$ cat config.mk
export PLATFORM = sky130hd
export DESIGN_NAME = scaler_cfg_ctrl_flat
export DESIGN_NICKNAME = d
export VERILOG_FILES = /design/src/rtl/scaler_cfg_ctrl_if.sv /design/src/rtl/scaler_cfg_ctrl.sv /design/src/flat_wrapper.sv
export SDC_FILE = /design/constraint.sdc
export NUM_CORES = 1
export LEC_CHECK = 0
export ABC_AREA = 1
export BUFFER_PORTS_ARGS = -buffer_cell sky130_fd_sc_hd__buf_4
export CAP_MARGIN = 20
export CORE_AREA = 2 2 170 89
export DETAILED_ROUTE_END_ITERATION = 8
export DIE_AREA = 0 0 172 91
export MAX_ROUTING_LAYER = met4
export PLACE_DENSITY = 0.82
export SYNTH_ARGS = -nofsm -noshare
export SYNTH_HDL_FRONTEND = slang
export SYNTH_SLANG_ARGS = --single-unit
$ cat constraint.sdc
create_clock -name clk -period 4.4 [get_ports clk]
set_input_delay 0.22 -clock clk [delete_from_list [all_inputs] [get_ports clk]]
set_output_delay 0.22 -clock clk [all_outputs]
set_load 0.03 [all_outputs]
$ cat src/rtl/scaler_cfg_ctrl_if.sv
// Register-side and video-snoop signals of the scaler configuration sequencer.
// The master drives configuration and strobes; the slave returns the active set and status.
interface scaler_cfg_ctrl_if #(
  parameter int STEP_WIDTH = 16
);
  logic                  cfg_wr_i;
  logic [1:0]            cfg_addr_i;
  logic [STEP_WIDTH-1:0] cfg_data_i;
  logic                  cfg_commit_i;
  logic                  vs_i;
  logic                  hs_i;
  logic                  de_i;
  logic [STEP_WIDTH-1:0] reg_h_scale_step_o;
  logic [STEP_WIDTH-1:0] reg_v_scale_step_o;
  logic [STEP_WIDTH-1:0] reg_v_scale_inline_size_o;
  logic                  apply_o;
  logic                  pending_o;
  logic [STEP_WIDTH-1:0] in_width_o;
  logic [STEP_WIDTH-1:0] in_height_o;
  logic                  size_valid_o;
  logic [2:0]            err_o;

  modport master (
    output cfg_wr_i, cfg_addr_i, cfg_data_i, cfg_commit_i, vs_i, hs_i, de_i,
    input  reg_h_scale_step_o, reg_v_scale_step_o, reg_v_scale_inline_size_o,
           apply_o, pending_o, in_width_o, in_height_o, size_valid_o, err_o
  );

  modport slave (
    input  cfg_wr_i, cfg_addr_i, cfg_data_i, cfg_commit_i, vs_i, hs_i, de_i,
    output reg_h_scale_step_o, reg_v_scale_step_o, reg_v_scale_inline_size_o,
           apply_o, pending_o, in_width_o, in_height_o, size_valid_o, err_o
  );
endinterface

$ cat src/rtl/scaler_cfg_ctrl.sv
// Scaler configuration sequencer: shadow/active register sets swapped only between
// frames, plus measurement of the input frame size from the snooped video strobes.
module scaler_cfg_ctrl #(
  parameter int SCALE_STEP       = 128,
  parameter int LINE_IN_SIZE_MAX = 1024,
  parameter int STEP_WIDTH       = 16,
  parameter int IDLE_TIMEOUT     = 4096
) (
  input  logic             clk,
  input  logic             rst_n,
  scaler_cfg_ctrl_if.slave bus
);

  localparam int IDLE_W = $clog2(IDLE_TIMEOUT + 1);
  localparam logic [STEP_WIDTH-1:0] STEP_RST   = STEP_WIDTH'(SCALE_STEP);
  localparam logic [STEP_WIDTH-1:0] INLINE_RST = STEP_WIDTH'(LINE_IN_SIZE_MAX - 1);
  localparam logic [STEP_WIDTH-1:0] INLINE_LIM = STEP_WIDTH'(LINE_IN_SIZE_MAX);
  localparam logic [STEP_WIDTH-1:0] CNT_MAX    = {STEP_WIDTH{1'b1}};
  localparam logic [IDLE_W-1:0]     IDLE_LAST  = IDLE_W'(IDLE_TIMEOUT - 1);

  typedef enum logic [1:0] {
    ST_IDLE,
    ST_PENDING,
    ST_APPLY
  } state_e;

  state_e                state_q, state_d;
  logic [STEP_WIDTH-1:0] h_shadow_q, h_shadow_d;
  logic [STEP_WIDTH-1:0] v_shadow_q, v_shadow_d;
  logic [STEP_WIDTH-1:0] inl_shadow_q, inl_shadow_d;
  logic [STEP_WIDTH-1:0] h_active_q, h_active_d;
  logic [STEP_WIDTH-1:0] v_active_q, v_active_d;
  logic [STEP_WIDTH-1:0] inl_active_q, inl_active_d;
  logic                  apply_q, apply_d;
  logic                  pending_q, pending_d;
  logic [1:0]            err_cfg_q, err_cfg_d;
  logic [IDLE_W-1:0]     idle_cnt_q, idle_cnt_d;

  logic                  vs_s1_q, vs_s1_d, vs_s2_q, vs_s2_d;
  logic                  hs_s1_q, hs_s1_d, hs_s2_q, hs_s2_d;
  logic                  de_s1_q, de_s1_d;
  logic [STEP_WIDTH-1:0] pix_cnt_q, pix_cnt_d;
  logic [STEP_WIDTH-1:0] line_cnt_q, line_cnt_d;
  logic [STEP_WIDTH-1:0] first_width_q, first_width_d;
  logic                  first_seen_q, first_seen_d;
  logic [STEP_WIDTH-1:0] in_width_q, in_width_d;
  logic [STEP_WIDTH-1:0] in_height_q, in_height_d;
  logic                  size_valid_q, size_valid_d;
  logic                  ragged_q, ragged_d;

  logic vs_rise, vs_fall, hs_rise, hs_fall;

  assign vs_rise = vs_s1_q & ~vs_s2_q;
  assign vs_fall = ~vs_s1_q & vs_s2_q;
  assign hs_rise = hs_s1_q & ~hs_s2_q;
  assign hs_fall = ~hs_s1_q & hs_s2_q;

  // Configuration FSM; a simultaneous write lands before the commit validates it.
  always_comb begin
    state_d      = state_q;
    h_shadow_d   = h_shadow_q;
    v_shadow_d   = v_shadow_q;
    inl_shadow_d = inl_shadow_q;
    h_active_d   = h_active_q;
    v_active_d   = v_active_q;
    inl_active_d = inl_active_q;
    apply_d      = 1'b0;
    pending_d    = pending_q;
    err_cfg_d    = err_cfg_q;
    idle_cnt_d   = '0;

    case (state_q)
      ST_IDLE: begin
        if (bus.cfg_wr_i) begin
          case (bus.cfg_addr_i)
            2'd0:    h_shadow_d   = bus.cfg_data_i;
            2'd1:    v_shadow_d   = bus.cfg_data_i;
            2'd2:    inl_shadow_d = bus.cfg_data_i;
            default: ;
          endcase
        end
        if (bus.cfg_commit_i) begin
          if ((h_shadow_d != '0) && (v_shadow_d != '0) && (inl_shadow_d < INLINE_LIM)) begin
            state_d   = ST_PENDING;
            pending_d = 1'b1;
          end else begin
            err_cfg_d[0] = 1'b1;
          end
        end
      end

      ST_PENDING: begin
        if (bus.cfg_wr_i) begin
          err_cfg_d[1] = 1'b1;
        end
        if (!vs_s1_q) begin
          idle_cnt_d = idle_cnt_q + 1'b1;
        end
        if (vs_fall || (!vs_s1_q && (idle_cnt_q == IDLE_LAST))) begin
          state_d   = ST_APPLY;
          apply_d   = 1'b1;
          pending_d = 1'b0;
        end
      end

      ST_APPLY: begin
        h_active_d   = h_shadow_q;
        v_active_d   = v_shadow_q;
        inl_active_d = inl_shadow_q;
        state_d      = ST_IDLE;
      end

      default: begin
        state_d   = ST_IDLE;
        pending_d = 1'b0;
      end
    endcase
  end

  // Frame measurement works entirely on the registered strobes so edges and counts align.
  always_comb begin
    vs_s1_d       = bus.vs_i;
    vs_s2_d       = vs_s1_q;
    hs_s1_d       = bus.hs_i;
    hs_s2_d       = hs_s1_q;
    de_s1_d       = bus.de_i;
    pix_cnt_d     = pix_cnt_q;
    line_cnt_d    = line_cnt_q;
    first_width_d = first_width_q;
    first_seen_d  = first_seen_q;
    in_width_d    = in_width_q;
    in_height_d   = in_height_q;
    size_valid_d  = size_valid_q;
    ragged_d      = ragged_q;

    if (hs_fall) begin
      pix_cnt_d = de_s1_q ? STEP_WIDTH'(1) : '0;
    end else if (!hs_s1_q && de_s1_q && (pix_cnt_q != CNT_MAX)) begin
      pix_cnt_d = pix_cnt_q + 1'b1;
    end

    if (vs_rise) begin
      line_cnt_d    = hs_fall ? STEP_WIDTH'(1) : '0;
      first_seen_d  = 1'b0;
      first_width_d = '0;
    end else if (hs_fall && vs_s1_q && (line_cnt_q != CNT_MAX)) begin
      line_cnt_d = line_cnt_q + 1'b1;
    end

    if (hs_rise && vs_s1_q) begin
      if (!first_seen_q || vs_rise) begin
        first_width_d = pix_cnt_q;
        first_seen_d  = 1'b1;
      end else if (pix_cnt_q != first_width_q) begin
        ragged_d = 1'b1;
      end
    end

    if (vs_fall) begin
      in_width_d   = first_width_q;
      in_height_d  = line_cnt_q;
      size_valid_d = 1'b1;
    end
  end

  always_ff @(posedge clk) begin
    if (!rst_n) begin
      state_q       <= ST_IDLE;
      h_shadow_q    <= STEP_RST;
      v_shadow_q    <= STEP_RST;
      inl_shadow_q  <= INLINE_RST;
      h_active_q    <= STEP_RST;
      v_active_q    <= STEP_RST;
      inl_active_q  <= INLINE_RST;
      apply_q       <= 1'b0;
      pending_q     <= 1'b0;
      err_cfg_q     <= '0;
      idle_cnt_q    <= '0;
      vs_s1_q       <= 1'b0;
      vs_s2_q       <= 1'b0;
      hs_s1_q       <= 1'b0;
      hs_s2_q       <= 1'b0;
      de_s1_q       <= 1'b0;
      pix_cnt_q     <= '0;
      line_cnt_q    <= '0;
      first_width_q <= '0;
      first_seen_q  <= 1'b0;
      in_width_q    <= '0;
      in_height_q   <= '0;
      size_valid_q  <= 1'b0;
      ragged_q      <= 1'b0;
    end else begin
      state_q       <= state_d;
      h_shadow_q    <= h_shadow_d;
      v_shadow_q    <= v_shadow_d;
      inl_shadow_q  <= inl_shadow_d;
      h_active_q    <= h_active_d;
      v_active_q    <= v_active_d;
      inl_active_q  <= inl_active_d;
      apply_q       <= apply_d;
      pending_q     <= pending_d;
      err_cfg_q     <= err_cfg_d;
      idle_cnt_q    <= idle_cnt_d;
      vs_s1_q       <= vs_s1_d;
      vs_s2_q       <= vs_s2_d;
      hs_s1_q       <= hs_s1_d;
      hs_s2_q       <= hs_s2_d;
      de_s1_q       <= de_s1_d;
      pix_cnt_q     <= pix_cnt_d;
      line_cnt_q    <= line_cnt_d;
      first_width_q <= first_width_d;
      first_seen_q  <= first_seen_d;
      in_width_q    <= in_width_d;
      in_height_q   <= in_height_d;
      size_valid_q  <= size_valid_d;
      ragged_q      <= ragged_d;
    end
  end

  assign bus.reg_h_scale_step_o        = h_active_q;
  assign bus.reg_v_scale_step_o        = v_active_q;
  assign bus.reg_v_scale_inline_size_o = inl_active_q;
  assign bus.apply_o                   = apply_q;
  assign bus.pending_o                 = pending_q;
  assign bus.in_width_o                = in_width_q;
  assign bus.in_height_o               = in_height_q;
  assign bus.size_valid_o              = size_valid_q;
  assign bus.err_o                     = {ragged_q, err_cfg_q};

endmodule
$ cat src/flat_wrapper.sv
// flat-port wrapper written by rule: the top's interface ports become plain ports
module scaler_cfg_ctrl_flat 
#(
  parameter int SCALE_STEP       = 128,
  parameter int LINE_IN_SIZE_MAX = 1024,
  parameter int STEP_WIDTH       = 16,
  parameter int IDLE_TIMEOUT     = 4096
)
  (clk, rst_n, bus_cfg_wr_i, bus_cfg_addr_i, bus_cfg_data_i, bus_cfg_commit_i, bus_vs_i, bus_hs_i, bus_de_i, bus_reg_h_scale_step_o, bus_reg_v_scale_step_o, bus_reg_v_scale_inline_size_o, bus_apply_o, bus_pending_o, bus_in_width_o, bus_in_height_o, bus_size_valid_o, bus_err_o);
  scaler_cfg_ctrl_if #(.STEP_WIDTH(STEP_WIDTH)) bus_i ();
  input  logic clk;
  input  logic rst_n;
  input wire logic [$bits(bus_i.cfg_wr_i)-1:0] bus_cfg_wr_i;
  input wire logic [$bits(bus_i.cfg_addr_i)-1:0] bus_cfg_addr_i;
  input wire logic [$bits(bus_i.cfg_data_i)-1:0] bus_cfg_data_i;
  input wire logic [$bits(bus_i.cfg_commit_i)-1:0] bus_cfg_commit_i;
  input wire logic [$bits(bus_i.vs_i)-1:0] bus_vs_i;
  input wire logic [$bits(bus_i.hs_i)-1:0] bus_hs_i;
  input wire logic [$bits(bus_i.de_i)-1:0] bus_de_i;
  output wire logic [$bits(bus_i.reg_h_scale_step_o)-1:0] bus_reg_h_scale_step_o;
  output wire logic [$bits(bus_i.reg_v_scale_step_o)-1:0] bus_reg_v_scale_step_o;
  output wire logic [$bits(bus_i.reg_v_scale_inline_size_o)-1:0] bus_reg_v_scale_inline_size_o;
  output wire logic [$bits(bus_i.apply_o)-1:0] bus_apply_o;
  output wire logic [$bits(bus_i.pending_o)-1:0] bus_pending_o;
  output wire logic [$bits(bus_i.in_width_o)-1:0] bus_in_width_o;
  output wire logic [$bits(bus_i.in_height_o)-1:0] bus_in_height_o;
  output wire logic [$bits(bus_i.size_valid_o)-1:0] bus_size_valid_o;
  output wire logic [$bits(bus_i.err_o)-1:0] bus_err_o;
  assign bus_i.cfg_wr_i = bus_cfg_wr_i;
  assign bus_i.cfg_addr_i = bus_cfg_addr_i;
  assign bus_i.cfg_data_i = bus_cfg_data_i;
  assign bus_i.cfg_commit_i = bus_cfg_commit_i;
  assign bus_i.vs_i = bus_vs_i;
  assign bus_i.hs_i = bus_hs_i;
  assign bus_i.de_i = bus_de_i;
  assign bus_reg_h_scale_step_o = bus_i.reg_h_scale_step_o;
  assign bus_reg_v_scale_step_o = bus_i.reg_v_scale_step_o;
  assign bus_reg_v_scale_inline_size_o = bus_i.reg_v_scale_inline_size_o;
  assign bus_apply_o = bus_i.apply_o;
  assign bus_pending_o = bus_i.pending_o;
  assign bus_in_width_o = bus_i.in_width_o;
  assign bus_in_height_o = bus_i.in_height_o;
  assign bus_size_valid_o = bus_i.size_valid_o;
  assign bus_err_o = bus_i.err_o;
  scaler_cfg_ctrl #(.SCALE_STEP(SCALE_STEP), .LINE_IN_SIZE_MAX(LINE_IN_SIZE_MAX), .STEP_WIDTH(STEP_WIDTH), .IDLE_TIMEOUT(IDLE_TIMEOUT)) u_core (.clk(clk), .rst_n(rst_n), .bus(bus_i));
endmodule
Word-level counts from Yosys, hierarchy flattened
Cells that the tools add are included.

Flip-flop bits (word level): 203. Bits of input ports: 25. Output and inout bits: 86. Word-level logic and storage cells: 109.

Add/sub/neg operators: 3. Order comparisons: 1. Eq/ne operators: 11. Muxes and demuxes: 30. Bitwise logic cells: 13. Reduce and logical (&&, ||, !) cells: 26.

Operators by type and width (number): 16-bit two-way mux (16); 16-bit by 1-bit adder with 16-bit output (second input constant) (2); 16-bit != test (second input constant) (2); 16-bit nonzero test (2); 16-bit by 11-bit < comparator with 1-bit output (second input constant) (1); 16-bit != test (1); 13-bit by 1-bit adder with 13-bit output (second input constant) (1); 13-bit by 12-bit == test with 1-bit output (second input constant) (1); 1-bit two-way mux (9); 1-bit inverter (9); 3-bit AND reduction (3); 1-bit logical AND (8); 2-bit two-way mux (3); 1-bit bitwise AND (4); 2-bit by 1-bit == test with 1-bit output (second input constant) (2); 2-bit == test (second input constant) (2); 2-bit zero test (2); 2-bit by 1-bit != test with 1-bit output (second input constant) (2); 2-bit one-hot mux with 2 select lines (1); 2-bit AND reduction (2); 4-bit AND reduction (1); 2-bit nonzero test (2); 1-bit zero test (3); 1-bit one-hot mux with 3 select lines (1); 3 further kinds (4).

Longest topological paths before layout
Gate-level depths: netlist of run 1.

Depth after elaboration: 10. Mapped depth: 15.

Worst setup path after synthesis of run 1
OpenSTA, ideal clock, no wires.

Kind: reg-to-reg. Start: register u_core.line_cnt_q[0]. End: register u_core.line_cnt_q[13]. Arrival: 1.589 ns. Data required time: 4.342 ns. Setup slack: 2.754 ns. Cell stages (with the launch flop): 12. Path buffers: 0. Cell sequence: dfxtp_1 ha_1 nand3_1 nor2_1 nand3_1 nand2_1 nor2_1 nand3b_1 nor2_1 nand2_1 a21oi_1 o21a_1.

Word-level cells in the longest chain between the ends: 3. Elaborated cells between the ends (all ways): 6. Those cells by class: 1 x add/sub; 1 x eq/ne; 2 x mux; 2 x reduce/logical.

RTL lines: from (decl) (RTL line scaler_cfg_ctrl.sv:43) `logic [STEP_WIDTH-1:0] line_cnt_q, line_cnt_d;`; from (signal assigned) (RTL line scaler_cfg_ctrl.sv:210) `line_cnt_q <= line_cnt_d;`; 16-bit by 1-bit adder with 16-bit output or 16-bit != test (tied branches) (RTL line scaler_cfg_ctrl.sv:147, scaler_cfg_ctrl.sv:146); 16-bit two-way mux or 1-bit logical AND (tied branches) (RTL line scaler_cfg_ctrl.sv:146) `end else if (hs_fall && vs_s1_q && (line_cnt_q != CNT_MAX)) begin`; 16-bit two-way mux or 2-bit nonzero test (tied branches).

Several ways; a longest one is shown, not always the timed one. The select of a mux whose other input is x is not followed. A chain may end at the register's enable or synchronous reset.

Final worst setup path of run 1
Start: register u_core.vs_s1_q. End: register u_core.first_width_q[9].

Word-level cells in the longest chain between the ends: 4. Elaborated cells between the ends (all ways): 6. Those cells by class: 3 x mux; 1 x bitwise; 2 x reduce/logical.

RTL lines: from (decl) (RTL line scaler_cfg_ctrl.sv:39) `logic vs_s1_q, vs_s1_d, vs_s2_q, vs_s2_d;`; from (signal assigned) (RTL line scaler_cfg_ctrl.sv:204) `vs_s1_q <= vs_s1_d;`; 1-bit bitwise AND (RTL line scaler_cfg_ctrl.sv:53) `assign vs_rise = vs_s1_q & ~vs_s2_q;`; 16-bit two-way mux or 1-bit logical OR (tied branches) (RTL line scaler_cfg_ctrl.sv:142, scaler_cfg_ctrl.sv:151); 16-bit two-way mux (RTL line scaler_cfg_ctrl.sv:151) `if (!first_seen_q || vs_rise) begin`; 16-bit two-way mux * (RTL line scaler_cfg_ctrl.sv:150) `if (hs_rise && vs_s1_q) begin`; to (signal assigned) (RTL line scaler_cfg_ctrl.sv:211) `first_width_q <= first_width_d;`; to (decl) (RTL line scaler_cfg_ctrl.sv:44) `logic [STEP_WIDTH-1:0] first_width_q, first_width_d;`.

Mark *: on every way between the ends. The rest lies on a longest branch, timed or not.

==> results of run 1 <==
[power breakdown]
group          switching (mW)  internal (mW)  leakage, nW
clock network           0.709           1.06        0.324
registers              0.0891           1.96         1.65
logic                   0.448          0.219         2.70
total                    1.25           3.24         4.67
[cell usage after synthesis (14+ instances only)]
cell type    n
inv_2       15
clkbuf_1    37
o21ai_1     21
nor3_1      19
o21ai_0    143
nand2_1    205
nand3_1     57
a21oi_1    102
dfxtp_1    203
nand4_1     14
nor2_1     139
inv_1      143
[flip-flops by register name, indices dropped and copies added (netlist names), 13 cells and up]
signal	flops
u_core.line_cnt_q	16
u_core.bus.reg_v_scale_inline_size_o	16
u_core.bus.in_width_o	16
u_core.bus.in_height_o	16
u_core.bus.reg_v_scale_step_o	16
u_core.inl_shadow_q	16
u_core.idle_cnt_q	13
u_core.v_shadow_q	16
u_core.first_width_q	16
u_core.pix_cnt_q	16
u_core.bus.reg_h_scale_step_o	16
u_core.h_shadow_q	16
[stage by stage]
step / instance area [sq um] / worst slack, ns
4_1_cts: 10000 / 2.16
2_1_floorplan: 8360 / 2.75
3_3_place_gp: 9240 / 2.30
3_5_place_dp: 9240 / 2.18
5_1_grt: 10000 / 1.91
6_report: 10000 / 2.15
[layout make-up]
class / instances / area share, %
sequential: 203 / 40.5
multi-input combinational: 746 / 34.7
timing repair buffer: 124 / 9.64
inverter: 158 / 5.92
clock buffer: 26 / 5.50
tap: 198 / 2.47
clock inverter: 7 / 1.19
[metal layers]
| layer | GRT usage [%] | vias up | wire, um |
|---|---|---|---|
| li1 | - | 3948 | - |
| met1 | 47.4 | 3604 | 11400 |
| met2 | 36.9 | 411 | 8430 |
| met4 | 6.16 | 0 | 327 |
| met5 | - | - | 0 |
| met3 | 10.1 | 35 | 2910 |
[worst min-delay path by stage]
stage          slack [ns]         startpoint  depth (start not counted)                     end
2_1_floorplan        0.32           bus_de_i                          2          u_core.de_s1_q
3_3_place_gp         0.40           bus_de_i                          3          u_core.de_s1_q
3_5_place_dp         0.40           bus_de_i                          3          u_core.de_s1_q
4_1_cts             0.001  bus_cfg_data_i[8]                          3  u_core.inl_shadow_q[8]
5_1_grt              0.02  bus_cfg_data_i[8]                          3  u_core.inl_shadow_q[8]
6_report             0.02  bus_cfg_data_i[2]                          3  u_core.inl_shadow_q[2]
[critical path, delay by kind of cell, from the launching register on]
family                 cells  cell delay, ns
AO/OA/AOI/OAI              2            0.44
flip-flops                 1            0.38
buffers and inverters      3            0.54
AND/OR/NAND/NOR            2            0.82
[kinds of logic (layout without fill, tap and decap cells)]
group,count (synthesis),in the layout,share of synthesized area [%]
AO/OA/AOI/OAI,284,284,17.5
XOR/XNOR,7,7,0.734
adder cells (fa/ha/maj),3,3,0.449
buffers and inverters,210,315,9.87
flip-flops,203,203,48.6
AND/OR/NAND/NOR,452,452,22.8
[placed cells by master (no fill, tap or decap), types with 2 or more instances in the layout]
master and n:
a21oi_1 102, o21ai_0 143, inv_1 143, dlygate4sd3_1 9, a211oi_1 6, o211ai_1 2
nand3_1 57, nor2_4 2, nor3_1 19, nor2_1 137, nand3_4 2, bufinv_16 3
nor2_2 3, o21ai_1 21, inv_2 15, clkbuf_1 2, nor4_1 5, clkbuf_16 19
nand3b_1 2, o21a_1 2, clkinvlp_4 2, nand2_2 2, ha_1 3, clkbuf_8 5
xor2_1 4, dfxtp_1 203, xnor2_1 3, buf_4 114, nand2_1 205, a31oi_1 4
nand4_1 14
==> results.yml, run 1 <==
sta:
  layout_min_cycle_time_ns: 2.25
  setup_viol: 0
  finalHoldViolCount: 0
  slew_viol_final: 0
  fin_crit_sh_pct: 51.1
  skew_ns: 0.0109
  grt_setup_unrepaired: "no"
  tns_ns: 0
  holdWs_ns: 0.0151
  max_freq_ghz: 0.445
  slew_headroom_pct: 33.4
  tightestPinTransition_ns: 0.999
placed_design:
  placedCellCount: 1419
  portBuffers: 110
  finalWeightedCongestion: 0.966
  dp_hpwl_um: 16300
cts:
  cts-root-buf: "clkbuf_16"
  cts_buffers: 19
  postCtsHoldBufs: 9
  cts_buffer_depth: 3
  cts_max_level: 1
  post-cts-setup-buffers: 0
  clkTransAtPathRegs_ns: 0.07
  cts_tree: "yes"
  insertion_delay_ns: 0.48
  cts-resized-gates: 0
  cts_sinks: 203
setup_path:
  cp-start-kind: "register"
  worst_r2r_endpoint: "u_core.first_width_q[9]"
  ff2ff_setup_slack_ns: 2.15
  end_kind: "register"
  slowest_stage: "nor2_1"
  critPathArrivalTime_ns: 2.68
  critPathMaxStageDelay_ns: 0.74
  cp_cell_sequence: "inv_2 > nor2_1 > nor2_1 > inv_2 > o21ai_0 > o21ai_1 > inv_1"
  critPathKind: "reg -> reg"
  endpoint: "u_core.first_width_q[9]"
  r2r_start: "u_core.vs_s1_q"
  startpoint: "u_core.vs_s1_q"
  cp.required_ns: 4.83
  cp_max_fo: 16
  ff2ff_path_depth: 7
floorplan:
  dieArea_sq_um: 15700
  core_area_sq_um: 14100
  io_pins: 111
  start_util_pct: 59.2
  die_y_um: 91
  row_count: 31
  die_x_um: 172
status:
  status: "completed"
finish:
  finalNonFillerCells: 1462
  synthToLayoutAreaGrowth_pct: 20.0
  seqCellArea_sq_um: 4060
  n_fill_cell: 1201
  multi_input_area_sq_um: 3480
  fin_nets: 1280
  utilization_pct: 71.0
  diodes: 0
  layout-drive-gt1-share_pct: 13.7
synthesis:
  ys_warn_count: 0
  synth.avg_cell_area_sq_um: 7.21
  synth_enable_flop_cells: 0
  ys_ff_latch: 203
  syn-cell-area_sq_um: 8360
  syn_inst: 1159
  async_reset_ff_share_pct: 0
  yosysTopAreaCell: "dfxtp_1"
  synth_top_area_share_pct: 48.6
  synth.distinct_cells: 36
  synthFlopType: "dfxtp_1"
  syn_nets: 1187
  synthTopCellsByArea: "dfxtp_1 49%, nand2_1 9.2%, o21ai_0 8.6%, inv_1 6.4%, nor2_1 6.2%"
  ys_seq_area_share_pct: 48.6
drt:
  finalWirelength_um: 23100
  drc: 0
  ant_nets: 0
  wl_per_cell_um: 15.8
  via_per_inst: 5.47
  initialDrtViolationCount: 871
  dr_total_vias: 7998
  dr.pass1.iters: 7
job:
  cap_viol_max_count: 0
global_route:
  grt_pass1_vias: 7092
  grt_max_degree: 108
  antenna_found_initial: 0
  grt.overflow.total: 0
  grt_usage_pct: 30.4
  grt_pass1_wl_um: 36700
pwr:
  p_total_mw: 4.49
  p_per_area_nw_per_um2: 448
  p_leak_nw: 4.67
  ir_drop_uv: 313
min_path:
  hold_class: "in -> reg"
Note: power is estimated with default switching activity, not from simulation.
==> run 2: changes to the inputs <==
Settings changed: CORE_AREA 2 2 170 89 to 2 2 175 91, DIE_AREA 0 0 172 91 to 0 0 177 93, PLACE_DENSITY 0.82 to 0.78.
Clock period 4.4 ns to 2.3 ns, I/O delays scaled along.
==> run 2 against run 1 <==
Clock skew increased by 0.0023 ns. Non-clock buffer count increased by 18. Design area increased by 0.52%. Worst setup slack got worse by 1.9 ns. First-iteration DRC count increased by 8.8%. Combinational power increased by 95%. Worst hold slack improved by 0.0030 ns. Sequential cell count unchanged. Final cell count increased by 1.6%. Total power increased by 81%. Sequential share of layout area decreased by 0.21 points. Critical path depth increased by 8. Critical endpoint is now u_core.bus.pending_o. Largest cell class unchanged. Highest routed layer unchanged.
==> results.yml, run 2 (same netlist as run 1, synthesis figures left out) <==
cts:
  cts_buffers: 19
  cts_sinks: 203
  cts_max_level: 1
  cts-root-buf: "clkbuf_16"
  cts_buffer_depth: 3
  clkTransAtPathRegs_ns: 0.06
  insertion_delay_ns: 0.48
  cts_tree: "yes"
floorplan:
  row_count: 32
  io_pins: 111
  dieArea_sq_um: 16500
  core_area_sq_um: 15000
  die_x_um: 177
  start_util_pct: 55.7
  die_y_um: 93
global_route:
  grt_pass1_wl_um: 36700
  grt.overflow.total: 0
  grt_usage_pct: 28.7
  antenna_found_initial: 0
  grt_max_degree: 107
  grt_pass1_vias: 7010
finish:
  utilization_pct: 67.1
  final_area_sq_um: 10100
  layout-drive-gt1-share_pct: 13.8
  finalNonFillerCells: 1485
  final_cell_mix: "205 x nand2_1, 203 x dfxtp_1, 143 x inv_1, 143 x o21ai_0, 136 x nor2_1"
  n_fill_cell: 1318
  synthToLayoutAreaGrowth_pct: 20.6
  final_common_cell: "nand2_1"
  diodes: 0
  fin_nets: 1298
sta:
  holdWs_ns: 0.0181
  tns_ns: 0
  max_freq_ghz: 0.483
  finalHoldViolCount: 0
  slew_viol_final: 0
  skew_ns: 0.0132
  slew_headroom_pct: 36.3
  layout_min_cycle_time_ns: 2.07
  grt_setup_unrepaired: "no"
  setup_viol: 0
  fin_ws_ns: 0.228
  fin_crit_sh_pct: 90.1
  tightestPinTransition_ns: 0.956
setup_path:
  cpMostUsedCell: "nand2_1"
  cp_cell_sequence: "dlygate4sd3_1 > buf_4 > inv_2 > nor2_2 > nand3_1 > nand2_1 > nor2_1 > nand2_1 > nor2_1 > nand2_1 > nand3_1 > nand2_2 > nand3_1 > nand2_1 > a21oi_1"
  cp.required_ns: 2.64
  cp_max_fo: 15
  slowest_stage: "dlygate4sd3_1"
  end_kind: "register"
  cp-start-kind: "primary input"
  critPathArrivalTime_ns: 2.41
  critPathKind: "in -> reg"
  critPathMaxStageDelay_ns: 0.53
placed_design:
  placed_cell_area_sq_um: 9320
  dp_hpwl_um: 16200
  dp_worst_setup_slack_ns: 0.262
  placedCellCount: 1434
  portBuffers: 110
  finalWeightedCongestion: 0.964
pwr:
  p_per_area_nw_per_um2: 807
  clkPwrFrac_pct: 35.9
  p_switching_mw: 2.31
  ir_drop_uv: 448
  power_frac_comb_pct: 16.0
  p_total_mw: 8.13
  p_leak_nw: 4.71
  seq_power_share_pct: 48.1
  switching_share_pct: 28.4
  internal-power_mw: 5.82
drt:
  ant_nets: 0
  dr_total_vias: 7985
  wl_per_cell_um: 15.4
  drc: 0
  dr.pass1.iters: 5
  via_per_inst: 5.38
  finalWirelength_um: 22900
  initialDrtViolationCount: 948
min_path:
  hold_class: "in -> reg"
job:
  cap_viol_max_count: 0
status:
  status: "completed"
## run 2: cell types whose count changed in the layout (fill, tap and decap cells not counted), sizes merged
| cell | before | now |
|---|---|---|
| bufinv | 3 | 0 |
| buf | 115 | 123 |
| inv | 159 | 158 |
| dlygate4sd3 | 9 | 19 |
| clkbuf | 26 | 28 |
| clkinvlp | 2 | 1 |
| clkinv | 1 | 3 |
## run 2: final timing paths
| check | startpoint | end | slack [ns] | cells after the start |
|---|---|---|---|---|
| worst max-delay path | bus_cfg_wr_i | u_core.bus.pending_o | 0.23 | 15 |
| worst min-delay path | bus_cfg_commit_i | u_core.err_cfg_q[0] | 0.02 | 4 |
| worst max register to register | u_core.hs_s1_q | u_core.line_cnt_q[13] | 0.24 | 10 |
| worst min register to register | u_core.hs_s1_q | u_core.hs_s2_q | 0.45 | 2 |
## run 2: repair_timing
item,4_1_cts,5_1_grt
endpoints found under the hold margin,20,0
resized for setup,0,1
hold buffers,19,0
endpoints found under the setup margin,0,5
buffers inserted,0,0
## run 2: final cells by class
type,instances,area (sq um),share of cell area [%]
inverters,158,593,5.89
flip-flops and latches,203,4060,40.3
repair buffers,142,1110,11.1
well taps,204,255,2.53
clock buffers,28,539,5.35
multi-input cells,746,3490,34.6
clock inverters,4,26.3,0.261
## run 2: metal layers
metal / wire length, um / global-route usage (%) / share of wire, %
met1: 11800 / 45.7 / 52
met2: 8360 / 35.7 / 37
met3: 2440 / 7.36 / 11
met4: 246 / 4.27 / 1.1
met5: 0 / - / 0
## run 2: worst max-delay path, delay by kind of cell
family	cells	cell delay, ns
and+or+nand+nor	11	1.44
buffers and inverters	3	0.79
AOI/OAI and AO/OA	1	0.06
## run 2: power groups by stage
| stage | sequential [mW] | combinational (mW) | clock [mW] |
|---|---|---|---|
| final | 3.91 | 1.30 | 2.92 |
| after global routing | 3.94 | 1.46 | 3.10 |
| after CTS | 3.91 | 1.28 | 2.95 |
| after detailed placement | 3.98 | 1.24 | 0 |
| after global placement | 3.98 | 1.22 | 0 |
| after floorplan | 4.05 | 0.777 | 0 |
